==> config.mk <==
export PLATFORM = sky130hd
export DESIGN_NAME = vsfx_wb
export DESIGN_NICKNAME = d
export VERILOG_FILES = /design/src/rtl/vsfx_pkg.sv /design/src/rtl/vsfx_wb_fifo.sv /design/src/rtl/vsfx_wb.sv
export SDC_FILE = /design/constraint.sdc
export NUM_CORES = 1
export LEC_CHECK = 0
export BUFFER_PORTS_ARGS = -buffer_cell sky130_fd_sc_hd__buf_4
export CORE_UTILIZATION = 49
export DETAILED_ROUTE_END_ITERATION = 10
export PLACE_DENSITY = 0.77
export SETUP_SLACK_MARGIN = 0.1
export SLEW_MARGIN = 20
export SYNTH_ARGS = -nofsm -noshare
export SYNTH_HDL_FRONTEND = slang
export SYNTH_SLANG_ARGS = --single-unit
==> constraint.sdc <==
create_clock -name clk -period 11.6 [get_ports clk]
set_input_delay 1.16 -clock clk [delete_from_list [all_inputs] [get_ports clk]]
set_output_delay 1.16 -clock clk [all_outputs]
set_load 0.005 [all_outputs]
==> src/rtl/vsfx_pkg.sv <==
// ---------------------------------------------------------------------------
// vsfx_pkg
// Shared definitions for the vector simple fixed-point unit (vsfx):
//   VR_W / VR_AW / CR6_W   vector register width, VR address width, CR6 width
//   vsfx_ins_e             vsfx instruction opcode encodings
//   vsfx_wb_entry_t        one writeback queue entry {addr, data, sat, cr6, cr6_we}
// ---------------------------------------------------------------------------
package vsfx_pkg;

  localparam int VR_W  = 128;
  localparam int VR_AW = 5;
  localparam int CR6_W = 4;

  // Opcode encodings of the vsfx 'ins' field.
  typedef enum logic [3:0] {
    INS_VADDUBM  = 4'd0,
    INS_VADDUBS  = 4'd1,
    INS_VSUBUBM  = 4'd2,
    INS_VSUBUBS  = 4'd3,
    INS_VAVGUB   = 4'd4,
    INS_VMAXUB   = 4'd5,
    INS_VMINUB   = 4'd6,
    INS_VCMPEQUB = 4'd7,
    INS_VCMPGTUB = 4'd8,
    INS_VAND     = 4'd9,
    INS_VOR      = 4'd10,
    INS_VXOR     = 4'd11
  } vsfx_ins_e;

  typedef struct packed {
    logic [VR_AW-1:0] addr;
    logic [VR_W-1:0]  data;
    logic             sat;
    logic [CR6_W-1:0] cr6;
    logic             cr6_we;
  } vsfx_wb_entry_t;

endpackage

==> src/rtl/vsfx_wb_fifo.sv <==
// ---------------------------------------------------------------------------
// vsfx_wb_fifo
// Synchronous in-order FIFO of vsfx_wb_entry_t. The head entry is read
// straight from the storage registers so it stays stable until it is popped.
// Ports:
//   clk, rst      clock, synchronous active-high reset
//   push, din     enqueue request and entry (ignored when full or flushing)
//   pop           dequeue request (ignored when empty)
//   flush         empty the queue on the next edge; a same-cycle push is lost
//   head          oldest entry
//   full, empty   occupancy flags
// ---------------------------------------------------------------------------
module vsfx_wb_fifo
  import vsfx_pkg::*;
#(
  parameter int DEPTH = 4
) (
  input  logic           clk,
  input  logic           rst,
  input  logic           push,
  input  vsfx_wb_entry_t din,
  input  logic           pop,
  input  logic           flush,
  output vsfx_wb_entry_t head,
  output logic           full,
  output logic           empty
);

  localparam int PW = $clog2(DEPTH);

  vsfx_wb_entry_t mem_r [DEPTH];
  logic [PW-1:0]  rd_ptr_r;
  logic [PW-1:0]  wr_ptr_r;
  logic [PW:0]    count_r;
  logic           push_ok_s;
  logic           pop_ok_s;

  assign full  = (count_r == (PW+1)'(DEPTH));
  assign empty = (count_r == {(PW+1){1'b0}});
  assign head  = mem_r[rd_ptr_r];

  // Qualify requests against occupancy; a flush swallows any push.
  always_comb begin
    push_ok_s = 1'b0;
    pop_ok_s  = 1'b0;
    if (push && !full && !flush) begin
      push_ok_s = 1'b1;
    end else begin
      push_ok_s = 1'b0;
    end
    if (pop && !empty) begin
      pop_ok_s = 1'b1;
    end else begin
      pop_ok_s = 1'b0;
    end
  end

  // Entry storage; cleared on reset so the head reads as zero out of reset.
  always_ff @(posedge clk) begin
    if (rst) begin
      for (int i = 0; i < DEPTH; i++) begin
        mem_r[i] <= '0;
      end
    end else if (push_ok_s) begin
      mem_r[wr_ptr_r] <= din;
    end else begin
      mem_r[wr_ptr_r] <= mem_r[wr_ptr_r];
    end
  end

  // Pointers and occupancy count; pointers wrap naturally modulo DEPTH.
  always_ff @(posedge clk) begin
    if (rst || flush) begin
      rd_ptr_r <= {PW{1'b0}};
      wr_ptr_r <= {PW{1'b0}};
      count_r  <= {(PW+1){1'b0}};
    end else begin
      if (push_ok_s) begin
        wr_ptr_r <= wr_ptr_r + PW'(1);
      end else begin
        wr_ptr_r <= wr_ptr_r;
      end
      if (pop_ok_s) begin
        rd_ptr_r <= rd_ptr_r + PW'(1);
      end else begin
        rd_ptr_r <= rd_ptr_r;
      end
      case ({push_ok_s, pop_ok_s})
        2'b10:   count_r <= count_r + (PW+1)'(1);
        2'b01:   count_r <= count_r - (PW+1)'(1);
        default: count_r <= count_r;
      endcase
    end
  end

endmodule

==> src/rtl/vsfx_wb.sv <==
// ---------------------------------------------------------------------------
// vsfx_wb
// Writeback stage of the vsfx unit. Results are queued in order and committed
// to the VR file under a ready/valid handshake; each commit folds its
// saturation flag into the sticky VSCR[SAT] and, for record forms, loads CR6.
// Ports:
//   clk, rst                          clock, synchronous active-high reset
//   vrt_en, vrt, sat, cr6, cr6_we,    result from vsfx_top and its destination
//   vrt_addr
//   res_ready                         queue can accept a result
//   flush                             discard all queued results
//   wr_en, wr_addr, wr_data, wr_ready VR file write port
//   vscr_we, vscr_wsat                mtvscr write of VSCR[SAT]
//   vscr_sat, cr6_q                   architectural VSCR[SAT] and CR6
//   busy                              queue non-empty
// AW must equal vsfx_pkg::VR_AW since the queue entry carries a VR_AW address.
// ---------------------------------------------------------------------------
module vsfx_wb
  import vsfx_pkg::*;
#(
  parameter int DEPTH = 4,
  parameter int AW    = 5
) (
  input  logic             clk,
  input  logic             rst,
  input  logic             vrt_en,
  input  logic [VR_W-1:0]  vrt,
  input  logic             sat,
  input  logic [CR6_W-1:0] cr6,
  input  logic             cr6_we,
  input  logic [AW-1:0]    vrt_addr,
  output logic             res_ready,
  input  logic             flush,
  output logic             wr_en,
  output logic [AW-1:0]    wr_addr,
  output logic [VR_W-1:0]  wr_data,
  input  logic             wr_ready,
  input  logic             vscr_we,
  input  logic             vscr_wsat,
  output logic             vscr_sat,
  output logic [CR6_W-1:0] cr6_q,
  output logic             busy
);

  vsfx_wb_entry_t din_s;
  vsfx_wb_entry_t head_s;
  logic           full_s;
  logic           empty_s;
  logic           push_s;
  logic           commit_s;
  logic           vscr_sat_r;
  logic [CR6_W-1:0] cr6_r;

  // Pack the incoming result into a queue entry.
  always_comb begin
    din_s        = '0;
    din_s.addr   = vrt_addr;
    din_s.data   = vrt;
    din_s.sat    = sat;
    din_s.cr6    = cr6;
    din_s.cr6_we = cr6_we;
  end

  // A result offered while the queue is full is simply not enqueued.
  assign push_s   = vrt_en && res_ready;
  assign commit_s = wr_en && wr_ready;

  vsfx_wb_fifo #(
    .DEPTH (DEPTH)
  ) u_fifo (
    .clk   (clk),
    .rst   (rst),
    .push  (push_s),
    .din   (din_s),
    .pop   (commit_s),
    .flush (flush),
    .head  (head_s),
    .full  (full_s),
    .empty (empty_s)
  );

  assign res_ready = !full_s;
  assign wr_en     = !empty_s;
  assign busy      = !empty_s;
  assign wr_addr   = head_s.addr;
  assign wr_data   = head_s.data;
  assign vscr_sat  = vscr_sat_r;
  assign cr6_q     = cr6_r;

  // Sticky SAT: mtvscr is younger than any committing result, so it wins.
  always_ff @(posedge clk) begin
    if (rst) begin
      vscr_sat_r <= 1'b0;
    end else if (vscr_we) begin
      vscr_sat_r <= vscr_wsat;
    end else if (commit_s && head_s.sat) begin
      vscr_sat_r <= 1'b1;
    end else begin
      vscr_sat_r <= vscr_sat_r;
    end
  end

  // CR6 loads only from committing record-form results.
  always_ff @(posedge clk) begin
    if (rst) begin
      cr6_r <= {CR6_W{1'b0}};
    end else if (commit_s && head_s.cr6_we) begin
      cr6_r <= head_s.cr6;
    end else begin
      cr6_r <= cr6_r;
    end
  end

endmodule

== Yosys cells after proc, flatten, opt, wreduce, memory -nomap -nowiden ==
Memory sizes are Yosys's and may differ from the RTL's. A register that Yosys moved wholly into a read port is not among the register bits.
Index checks and enable logic that the tools add are counted.

* Input bits: 146
* Bits in read-only memories: 0
* Memories kept: 1
* Flip-flop bits (word level): 12
* Memory bits (writable): 556
* Latch bits: 0

{| class="wikitable"
|+ Memory list
! name !! words !! bits a word !! rd ports !! clocked after Yosys merged registers in !! wr ports !! line !! source
|-
| u_fifo.mem_r || 4 || 139 || 1 || 1 || 4 || vsfx_wb_fifo.sv:31 || <nowiki>vsfx_wb_entry_t mem_r [DEPTH];</nowiki>
|}

* Equality and inequality tests: 4
* Shift operators: 0
* Bitwise gates (word level): 1
* Add/subtract/negate cells: 4
* Multiply operators: 0
* $lt $le $gt $ge: 0
* Div/mod/pow operators: 0
* Multiplexer cells: 19
* Reduce and logical (&&, ||, !) cells: 16

{| class="wikitable"
|+ Operators by type and width
! cell !! count
|-
| $mux 139 || 2
|-
| $reduce_or 139->1 || 1
|-
| $mux 1 || 13
|-
| $logic_and 1x1->1 || 7
|-
| $mux 2 || 3
|-
| $pmux 3 s2 || 1
|-
| $add 2x1->2 const B || 2
|-
| $reduce_bool 2->1 || 2
|-
| $add 3x1->3 const B || 1
|-
| $eq 3x3->1 const B || 1
|-
| $logic_not 1->1 || 3
|-
| $logic_not 3->1 || 1
|-
| $sub 3x1->3 const B || 1
|-
| $eq 2x1->1 const B || 1
|-
| $eq 2x2->1 const B || 1
|-
| $reduce_and 2->1 || 1
|-
| $logic_or 1x1->1 || 1
|-
| $ne 0x0->1 || 1
|-
| $or 1x1->1 || 1
|}

== Longest topological paths before layout ==
* Depth after elaboration: 13
* Mapped depth: 9
* Mapped depth without buffers: 8

== Cells and area by module ==
Synthesis repeated with hierarchy kept, for this count alone.

* Cell total of the unflattened synthesis: 1426
* Area, all modules: 24800.0 um2

{| class="wikitable"
|+ Modules (own cells, without submodules)
! module !! area each (um2) !! cells an instance !! times used
|-
| vsfx_wb_fifo || 24536.0 || 1398 || 1
|-
| vsfx_wb || 264.0 || 28 || 1
|}

== Least setup slack after synthesis ==
No wires, ideal clock.

* Path kind: in2reg
* Start: in flush
* End: mem u_fifo.mem_r[3][0] in the netlist's numbering (enable)
* Arrival: 4464 ps
* Slack: 6639 ps
* Path buffers: 1
* Stages: 4
* Required time: 11103 ps
* Cell sequence: nand2b_1 buf_2 nor3_1 a21o_1

{| class="wikitable"
|+ RTL lines
! element !! line !! source
|-
| start, declared || vsfx_wb.sv:33 || <nowiki>input logic flush,</nowiki>
|-
| end, declared || vsfx_wb_fifo.sv:31 ||
|}

==> impl_metrics.py <==
metrics = {
    "critical_path": {
        "cp-start-kind": "flip-flop",
        "critical_path_peak_fanout": 53,
        "worst_setup_path_end_kind": "output pin",
        "critPathRequiredTime_ns": 10.44,
        "timing.setup.critical_path_class": "reg2out",
        "timing.critical_path.arrival_ns": 3.57,
        "r2r_setup_slack_ns": 8.24,
        "ff2ff_path_depth": 5,
        "regToRegStartpoint": "u_fifo.count_r[2]",
        "crit-reg2reg-capture": "u_fifo.mem_r[3][129]",
    },
    "clock_tree": {
        "cts_made_buffers": 58,
        "clkSinkCount": 570,
        "cts.hold.buffers_added": 0,
        "post-cts-setup-buffers": 0,
        "clkSlewWorstSetupHoldPaths_ns": 0.06,
        "clock_latency_ns": 0.60,
        "clk_path_buf_depth": 3,
        "htreeDepth": 2,
        "cts_tree": "done",
        "cts.repair.resized": 0,
        "clockRootBuffer": "clkbuf_16",
    },
    "placement": {
        "post_dp_cell_area_um2": 27210,
        "buffer_ports.inserted": 286,
        "detailedPlacementHpwl_um": 29580,
        "place.gp.congestion": 0.7495,
    },
    "synthesis": {
        "syn-num-nets": 1704,
        "synth.largest_area_cell": "edfxtp_1",
        "synth_top_cells_by_area": "edfxtp_1 (66%), and2_1 (14%), mux4_2 (12%)",
        "synthDistinctLibCells": 34,
        "syn-mean-instance-area_um2": 16.36,
        "syn-cell-area_um2": 25460,
        "yosys_warnings": 0,
        "netlist_instances": 1556,
        "ys_seq_elements": 570,
        "synth_largest_type_area_fraction": 0.6557,
        "ys_seq_area_frac": 0.6667,
    },
    "global_route": {
        "first_global_vias": 13940,
        "grt_antenna_before_repair": 8,
        "grt_start_max_net_pins": 100,
        "grt_overflow": 0,
        "grt_pass1_wl_um": 81840,
        "globalRouteTotalUtil": 0.2064,
    },
    "die": {
        "die_height_um": 230.0,
        "die_area_um2": 52880,
        "initial_standard_cell_utilization_of_the_core": 0.4963,
        "die_w_um": 230.0,
        "standard_cell_row_count": 83,
        "design.portCount": 287,
        "core_region_area_um2": 51300,
    },
    "sta": {
        "final_setup_violation_count": 0,
        "finalCriticalPeriod_ns": 4.725,
        "hold_viol": 0,
        "final.setup_skew_ns": 0.007912,
        "final_max_slew_viol_count": 0,
        "grt_setup_unrepaired": "false",
        "relSlewSlack": 0.3147,
        "period_share": 0.4073,
        "achievable-frequency_mhz": 211.6,
        "worst_slew_pin_slew_ns": 1.024,
        "setup_total_negative_slack_ns": 0,
    },
    "job": {
        "maxCapViolCount": 0,
    },
    "min_path": {
        "hold_path_class": "reg2reg",
        "hold_path.startpoint": "u_fifo.rd_ptr_r[0]",
        "hold-path-endpoint": "u_fifo.rd_ptr_r[0]",
        "whs_path_depth": 2,
    },
    "power_and_ir_drop": {
        "power.share.sequential": 0.538,
        "powerDensity_nw_per_um2": 152.2,
        "p_int_uw": 3516,
        "power.net_switching_uw": 902.1,
        "power.share.clock": 0.403,
        "p_leak_uw": 0.01079,
        "power.combinational.fraction": 0.059,
        "power.ir.vdd_worst_uv": 96.10,
        "sw_frac_of_total": 0.2042,
    },
    "routing": {
        "via_cell_ratio": 5.335,
        "detail_route.drc_violations": 0,
        "drt-initial-drc-count": 858,
        "detail_route.wl_per_cell_um": 22.31,
        "detailedRoute.firstPassIterationCount": 5,
        "antenna_violating_nets_left": 0,
        "vias": 12880,
        "finalWirelength_um": 53880,
    },
    "final_layout": {
        "drive_above_1_share": 0.3062,
        "final-seq-area_um2": 16980,
        "multiInputGateArea_um2": 7059,
        "finish.instance_area_um2": 29020,
        "syn_to_final_growth_pct": 13.96,
        "fin_nets": 1839,
        "layout.filler_cells": 4031,
    },
    "run_status": {
        "run_status": "complete, no violations",
    },
}
==> metal layers <==
layer | up-vias | GRT usage | routed length, µm
met5 | - | 0 | 100
met4 | 14 | 0.06064 | 1333
met3 | 90 | 0.06027 | 3941
met2 | 369 | 0.3444 | 26630
met1 | 6595 | 0.2614 | 21880
li1 | 5816 | - | -
==> sequential cells by signal, indices dropped and copies added, names as in the netlist, named ones only <==
name and count:
u_fifo.mem_r 556, cr6_q 4, u_fifo.count_r 3, u_fifo.rd_ptr_r 2, u_fifo.wr_ptr_r 2, vscr_sat 1
==> critical path, stage by stage, from the launching register on <==
cell,delay [ns]
dfxtp_4,0.78
buf_4,0.70
buf_4,0.75
mux4_2,0.43
buf_4,0.16
==> cell usage after synthesis <==
cell type / number
and2_1: 556
edfxtp_1: 556
mux4_2: 139
buf_4: 135
clkbuf_1: 43
buf_2: 30
dfxtp_1: 14
clkbuf_2: 12
buf_1: 9
a21oi_1: 7
nor2_1: 7
inv_1: 5
or2_2: 5
a21bo_2: 4
nand3_1: 4
nand2b_1: 3
nor3_1: 3
or3_1: 3
xor2_1: 3
nor4_4: 2
o21ai_0: 2
o31a_1: 2
a211oi_1: 1
a21o_1: 1
buf_6: 1
fa_1: 1
ha_1: 1
nor2b_1: 1
nor3_2: 1
nor3b_2: 1
nor4b_4: 1
o21ba_2: 1
o311ai_0: 1
xnor2_1: 1
==> worst max path at each step <==
stage | cells past startpoint | slack [ns] | to
floorplan | 4 | 6.64 | u_fifo.mem_r[3][0]
global placement | 6 | 6.97 | u_fifo.mem_r[3][81]
detailed placement | 6 | 7.02 | u_fifo.mem_r[3][78]
CTS | 4 | 6.76 | wr_data[126]
global route | 4 | 6.69 | wr_data[126]
finish | 4 | 6.87 | wr_data[60]
==> power groups by stage <==
stage	clock network (µW)	registers, µW	logic [µW]
3_3_place_gp	0	2410	264
6_report	1780	2370	262
5_1_grt	1890	2380	283
3_5_place_dp	0	2420	267
4_1_cts	1820	2380	268
2_1_floorplan	0	2410	158
==> cells in the final DEF (no fill, tap or decap), types with 2 or more instances in the layout <==
cell type and instances:
or2_2 2, o21ai_0 2, xor2_1 3, nand3_1 4, clkbuf_16 61, clkinv_2 4, mux4_2 139, buf_6 2
a21bo_2 4, a21oi_1 7, dfxtp_1 12, o31a_1 2, nor3_1 3, nor4_4 2, nor2_1 7, buf_4 302
and2_1 556, or2_4 3, inv_1 5, bufinv_16 4, nand2b_1 3, edfxtp_1 556, clkinv_1 18, or3_1 3
clkbuf_1 16, dfxtp_4 2
==> cells by family (layout without fill, tap and decap cells) <==
kind of cell    Yosys count  count (layout)  share of synthesized area
compound gates           19              19                   0.005356
xor+xnor                  4               4                   0.001376
fa+ha+maj                 2               2                   0.001278
buf+inv                 235             413                    0.05690
flops                   570             570                     0.6667
mux                     139             139                     0.1229
other cells               0               1                          0
simple gates            587             587                     0.1454
==> metrics by stage <==
stage | hold WS, ns | utilization | setup WS [ns] | power (µW) | std cells
final | 0.5487 | 0.5657 | 6.875 | 4418 | 2415
after CTS | 0.5382 | 0.5655 | 6.757 | 4462 | 2414
after floorplan | 0.4839 | - | 6.639 | 2571 | 1556
after global placement | 0.5053 | 0.5305 | 6.966 | 2676 | 2311
after global routing | 0.5724 | 0.5657 | 6.688 | 4553 | 2415
after detailed placement | 0.5198 | 0.5305 | 7.019 | 2686 | 2311
==> cell type report <==
class,count,share of cell area
diodes,1,0.00008623
clock buffers,77,0.05467
clock inverters,26,0.007157
inverters,5,0.0006467
multi-input cells,751,0.2433
flip-flops and latches,570,0.5853
well taps,680,0.02932
repair buffers,305,0.07959
Power figures use the tool's default switching activity.
